[src/rtl/trig_mode_pkg.sv]
// Shared encodings for the trigger-mode sequencer: mode select values and FSM states.
package trig_mode_pkg;

    localparam logic [1:0] MODE_NORMAL   = 2'b00;
    localparam logic [1:0] MODE_MANUAL   = 2'b01;
    localparam logic [1:0] MODE_INFINITE = 2'b10;
    localparam logic [1:0] MODE_BURST    = 2'b11;

    typedef enum logic [1:0] {
        IDLE  = 2'b00,
        DELAY = 2'b01,
        TRIG  = 2'b10,
        RUN   = 2'b11
    } state_t;

endpackage

[src/rtl/trig_delay_counter.sv]
// Loadable down-counter with a zero flag; used for the pre-trigger delay and the trigger pulse timer.
module trig_delay_counter #(
    parameter int DLY_W = 34
) (
    input  logic             gclk,
    input  logic             rst,
    input  logic             load,
    input  logic [DLY_W-1:0] load_val,
    input  logic             dec,
    output logic             zero
);

    logic [DLY_W-1:0] cnt_q;

    // Decrement stops at zero so a stray dec never wraps the count.
    always_ff @(posedge gclk) begin
        if (rst)
            cnt_q <= '0;
        else if (load)
            cnt_q <= load_val;
        else if (dec && !zero)
            cnt_q <= cnt_q - DLY_W'(1);
    end

    assign zero = (cnt_q == '0);

endmodule

[src/rtl/trig_mode_sequencer.sv]
// Trigger-mode sequencer: NORMAL pass-through, MANUAL, INFINITE and BURST shots with pre-trigger delay.
// Optional TRIG_ABORT_EN adds Abort_In, which forces IDLE from any active state.
module trig_mode_sequencer
    import trig_mode_pkg::*;
#(
    parameter int DLY_W  = 34,
    parameter int CNT_W  = 16,
    parameter int TRIG_W = 4
) (
    input  logic             Clock,
    input  logic             Reset,
    input  logic [1:0]       Mode_Sel,
    input  logic             Normal_Sig_In,
    input  logic             PSWR_In,
    input  logic             End_Sig_In,
`ifdef TRIG_ABORT_EN
    input  logic             Abort_In,
`endif
    input  logic [DLY_W-1:0] Delay_Vin,
    input  logic [CNT_W-1:0] Burst_Cnt_In,
    output logic             Ctrl_Sig_Out,
    output logic             Trig_Sig_Out,
    output logic             Busy_Out,
    output logic [CNT_W-1:0] Shot_Cnt_Out
);

    localparam int              TW_W    = (TRIG_W > 1) ? $clog2(TRIG_W) : 1;
    localparam logic [TW_W-1:0] TW_LOAD = TW_W'(TRIG_W - 1);

    state_t           state_q, state_d;
    logic [1:0]       mode_q;
    logic             pswr_q;
    logic             ctrl_q, ctrl_d;
    logic [CNT_W-1:0] shot_q, shot_d;
    logic             end_lat_q, end_lat_d;
    logic             dly_load, dly_dec, dly_zero;
    logic             tw_load, tw_dec, tw_zero;
    logic             pswr_rise;
    logic             abort;
    logic             rearm;
    logic [CNT_W-1:0] burst_tgt;

`ifdef TRIG_ABORT_EN
    assign abort = Abort_In;
`else
    assign abort = 1'b0;
`endif

    assign pswr_rise = PSWR_In & ~pswr_q;
    assign burst_tgt = (Burst_Cnt_In == '0) ? CNT_W'(1) : Burst_Cnt_In;

    trig_delay_counter #(.DLY_W(DLY_W)) u_dly (
        .gclk     (Clock),
        .rst      (Reset),
        .load     (dly_load),
        .load_val (Delay_Vin),
        .dec      (dly_dec),
        .zero     (dly_zero)
    );

    // Pulse timer is loaded with TRIG_W-1 so TRIG spans exactly TRIG_W cycles.
    trig_delay_counter #(.DLY_W(TW_W)) u_tw (
        .gclk     (Clock),
        .rst      (Reset),
        .load     (tw_load),
        .load_val (TW_LOAD),
        .dec      (tw_dec),
        .zero     (tw_zero)
    );

    always_ff @(posedge Clock) begin
        if (Reset) begin
            state_q   <= IDLE;
            mode_q    <= MODE_NORMAL;
            pswr_q    <= 1'b0;
            ctrl_q    <= 1'b0;
            shot_q    <= '0;
            end_lat_q <= 1'b0;
        end else begin
            state_q   <= state_d;
            pswr_q    <= PSWR_In;
            ctrl_q    <= ctrl_d;
            shot_q    <= shot_d;
            end_lat_q <= end_lat_d;
            if (state_q == IDLE)
                mode_q <= Mode_Sel;
        end
    end

    always_comb begin
        state_d   = state_q;
        ctrl_d    = 1'b0;
        shot_d    = shot_q;
        end_lat_d = end_lat_q;
        dly_load  = 1'b0;
        dly_dec   = 1'b0;
        tw_load   = 1'b0;
        tw_dec    = 1'b0;
        rearm     = 1'b0;

        case (state_q)
            IDLE: begin
                // Live Mode_Sel here so a mode change on the start edge takes effect.
                if (Mode_Sel == MODE_NORMAL) begin
                    ctrl_d = Normal_Sig_In;
                end else if (pswr_rise) begin
                    state_d  = DELAY;
                    dly_load = 1'b1;
                    shot_d   = '0;
                end
            end
            DELAY: begin
                if (dly_zero) begin
                    state_d   = TRIG;
                    ctrl_d    = 1'b1;
                    tw_load   = 1'b1;
                    end_lat_d = 1'b0;
                    if (shot_q != '1)
                        shot_d = shot_q + CNT_W'(1);
                end else begin
                    dly_dec = 1'b1;
                end
            end
            TRIG: begin
                ctrl_d    = 1'b1;
                end_lat_d = end_lat_q | End_Sig_In;
                if (tw_zero)
                    state_d = RUN;
                else
                    tw_dec = 1'b1;
            end
            RUN: begin
                ctrl_d = 1'b1;
                if (End_Sig_In || end_lat_q) begin
                    ctrl_d  = 1'b0;
                    state_d = IDLE;
                    if (mode_q == MODE_INFINITE)
                        rearm = (Mode_Sel == MODE_INFINITE);
                    else if (mode_q == MODE_BURST)
                        rearm = (shot_q < burst_tgt);
                    if (rearm) begin
                        state_d  = DELAY;
                        dly_load = 1'b1;
                    end
                end
            end
            default: state_d = IDLE;
        endcase

        if (abort && (state_q != IDLE)) begin
            state_d  = IDLE;
            ctrl_d   = 1'b0;
            shot_d   = shot_q;
            dly_load = 1'b0;
            tw_load  = 1'b0;
        end
    end

    assign Ctrl_Sig_Out = ctrl_q;
    assign Trig_Sig_Out = (state_q == TRIG);
    assign Busy_Out     = (state_q != IDLE);
    assign Shot_Cnt_Out = shot_q;

endmodule

[config.mk]
export PLATFORM = sky130hd
export DESIGN_NAME = trig_mode_sequencer
export DESIGN_NICKNAME = d
export VERILOG_FILES = /design/src/rtl/trig_mode_pkg.sv /design/src/rtl/trig_delay_counter.sv /design/src/rtl/trig_mode_sequencer.sv
export SDC_FILE = /design/constraint.sdc
export NUM_CORES = 1
export LEC_CHECK = 0
export BUFFER_PORTS_ARGS = -buffer_cell sky130_fd_sc_hd__buf_2
export CORE_MARGIN = 3
export CORE_UTILIZATION = 61
export DETAILED_ROUTE_END_ITERATION = 6
export MAX_ROUTING_LAYER = met4
export PLACE_DENSITY_LB_ADDON = 0.15
export RECOVER_POWER = 50
export SLEW_MARGIN = 20
export SYNTH_ARGS = -nofsm -noshare
export SYNTH_HDL_FRONTEND = slang
export SYNTH_HIERARCHICAL = 1
export SYNTH_SLANG_ARGS = --single-unit
[constraint.sdc]
create_clock -name Clock -period 8.2 [get_ports Clock]
set_input_delay 2.05 -clock Clock [delete_from_list [all_inputs] [get_ports Clock]]
set_output_delay 2.05 -clock Clock [all_outputs]
set_load 0.02 [all_outputs]
==> results.toml <==
[clock_network]
hold_buffers = 0
cts_max_path_buffers = 2
clkTransAtPathRegs_ps = 70
cts_buffers = 9
post_cts_buffers = 0
htreeDepth = 3
cts_tree = "done"
clock-root-buffer = "clkbuf_8"
cts_resized = 0
cts_num_sinks = 59
insertion_delay_ps = 340

[place]
place.gp.congestion = 0.892
io_buffer_count = 75
dp_hpwl_um = 7650
place_area_um2 = 4410

[critical_path]
cp_max_fo = 29
required_ps = 8420
crit_buf_inv = 5
cp_cell_sequence = "buf_2 > inv_1 > ha_1 > and4_1 > a2111oi_0 > o311ai_0 > o2bb2ai_1 > o31ai_2 > buf_4 > inv_1 > buf_4 > nand2_1 > o21ai_0 > o31a_1"
rrSetupSlack_ps = 3980
crit_slowest_cell = "a2111oi_0"
path_class = "primary input to flop"
crit_family = "compound AO/OA/AOI/OAI gates"
arrival_ps = 5330
slowest_delay_ps = 390
startpoint_type = "primary input"
worst_setup_path_end_kind = "flop"

[global_routing]
overflow = 0
grt_pass1_wl_um = 18100
antenna_found_initial = 0
grt_pass1_vias = 3930
met1_usage_pct = 36.9
grt_max_degree = 40
top_usage_layer = "met2"
met3_usage_pct = 5.11
grt_util_met2_pct = 48.6
grt_use_total_pct = 30.5

[layout]
multi_input_area_um2 = 2620
nFillCells = 534
n_antenna_cell = 0
layout_commonest_cell = "dfxtp_1"
area_growth_pct = 13.2
regArea_um2 = 1180
final_nets = 640
layout_common_cells = "dfxtp_1 (59), buf_2 (55), nor2_1 (49)"
final_layout_size_suffix_gt1_share_pct = 17.3
final_area_um2 = 4580

[floorplanning]
dieArea_um2 = 7640
die_h_um = 87.4
core_region_area_um2 = 6390
initial_core_util_pct = 63.3
io-pin-count = 76
row_count = 29
die-width_um = 87.4

[route]
wl_per_cell_um = 17.1
drc_errors = 0
detail-route-antenna-nets = 0
vias_per_cell = 6.42
num_vias = 4131
first_iter_violations = 296
wirelength_um = 11000
drt_pre_antenna_iters = 5

[synthesis]
syn_inst = 498
synth-edff-count = 0
syn_area_per_cell_um2 = 8.12
ys_seq_elements = 59
seq_area_frac_synth_pct = 29.2
synth_ff_type = "dfxtp_1"
synth_cell_type_count = 77
synthArstFlopShare_pct = 0
synth_area_um2 = 4040
yosysWarningCount = 6

[timing]
tns_ps = 0
finalSetupViolations = 0
slew_viol_final = 40
timing.final.crit_period_ps = 5100
whs_ps = 505
hold_viol_final = 0
rsz0062_at_grt = "no"
slew_headroom_pct = -24.6
max_slew.worst_pin.slew_ps = 1870
fin_worst_skew_ps = 12.1
post-route-period-util_pct = 62.2
fmax_ghz = 0.196

[power_and_ir_drop]
peakVddDrop_mv = 0.220
p_leak_nw = 1.83
powerDensity_nw_per_um2 = 320

[outcome]
violations = "capacitance limit, slew limit"
status = "finished, violations left"

[hold_path]
hp-class = "flop to flop"

[job]
maxCapViolCount = 1
## logic make-up (layout without fill, tap and decap cells)
| group | after synthesis | in the layout | share of synthesized area (%) |
|---|---|---|---|
| AND/OR/NAND/NOR | 213 | 213 | 30.7 |
| other | 1 | 2 | 0.0927 |
| multiplexers | 10 | 10 | 2.51 |
| XOR/XNOR | 19 | 19 | 4.12 |
| buffers and inverters | 56 | 123 | 6.00 |
| flip-flops | 59 | 59 | 29.2 |
| adder cells (fa/ha/maj) | 22 | 22 | 6.81 |
| AO/OA/AOI/OAI | 118 | 118 | 20.6 |
## through the flow
stage | cells | setup WS (ps) | util [%] | total power, mW
after detailed placement | 627 | 2880 | 69.1 | 1.17
after global routing | 643 | 2880 | 71.7 | 1.57
after floorplan | 499 | 3620 | - | 1.03
final | 643 | 3100 | 71.7 | 1.47
after global placement | 627 | 3010 | 69.1 | 1.15
after CTS | 643 | 3200 | 72.1 | 1.45
## flip-flops by register name (all words and copies together), names as in the netlist
| register | count |
|---|---|
| u_tw/cnt_q | 2 |
| mode_q | 2 |
| u_dly/cnt_q | 34 |
| Ctrl_Sig_Out | 1 |
| end_lat_q | 1 |
| pswr_q | 1 |
| Shot_Cnt_Out | 16 |
| state_q | 2 |
## worst paths after layout
path | from | cells past startpoint | endpoint
worst max-delay path | Burst_Cnt_In[3] | 14 | u_dly/cnt_q[22]
worst min-delay path | mode_q[1] | 2 | mode_q[1]
worst max register to register | u_dly/cnt_q[22] | 9 | Shot_Cnt_Out[10]
worst min register to register | mode_q[1] | 2 | mode_q[1]
## routing by layer
layer / part of all wire, % / wire, um
met1: 41 / 4540
met2: 48 / 5230
met3: 7.8 / 855
met4: 3.4 / 369
met5: 0 / 0
## area by class of cell
type,count,area share [%]
clock buffers,11,3.09
well taps,77,2.10
flip-flops and latches,59,25.8
multi-input cells,384,57.3
repair buffers,78,8.15
clock inverters,5,1.15
inverters,29,2.38
## cells in the mapped netlist, types with 3 or more instances
library cell  instances  area share [%]
dfxtp_1              59              29
nor2_1               49             4.5
a21oi_1              32             4.0
inv_1                29             2.7
nand2_1              28             2.6
ha_1                 22             6.8
clkbuf_1             20             1.9
nand3_1              20             2.5
a211oi_1             18             3.3
nor3_1               15             1.9
nor4_1               13             2.0
or4_1                11             2.0
xor2_1               10             2.2
mux2i_1               9             2.2
nand4_1               9             1.4
o21ai_0               9             1.1
xnor2_1               9             1.9
and4_1                7             1.5
or3_1                 7             1.1
and2_1                6            0.93
and3_1                6            0.93
nand2b_1              6            0.93
o21a_1                6             1.1
o21ai_1               6            0.74
o31ai_1               6             1.1
nor3b_1               5            0.93
buf_2                 4            0.50
nor2b_1               4            0.62
o311ai_0              4            0.87
a2111oi_0             3            0.65
a31oi_1               3            0.46
nor4b_1               3            0.65
o211ai_1              3            0.56
o41ai_1               3            0.65
## power breakdown
part	leakage (nW)	internal, mW	switching, mW	total (mW)
clock	0.0991	0.147	0.117	0.265
sequential	0.482	0.362	0.0819	0.444
combinational	1.25	0.273	0.484	0.757
## tightest hold or removal path, stage by stage (launching register included)
cell	delay, ps
dfxtp_1	330
mux2i_1	70
nor2_1	70
No activity file was read; power rests on OpenSTA's default activity.
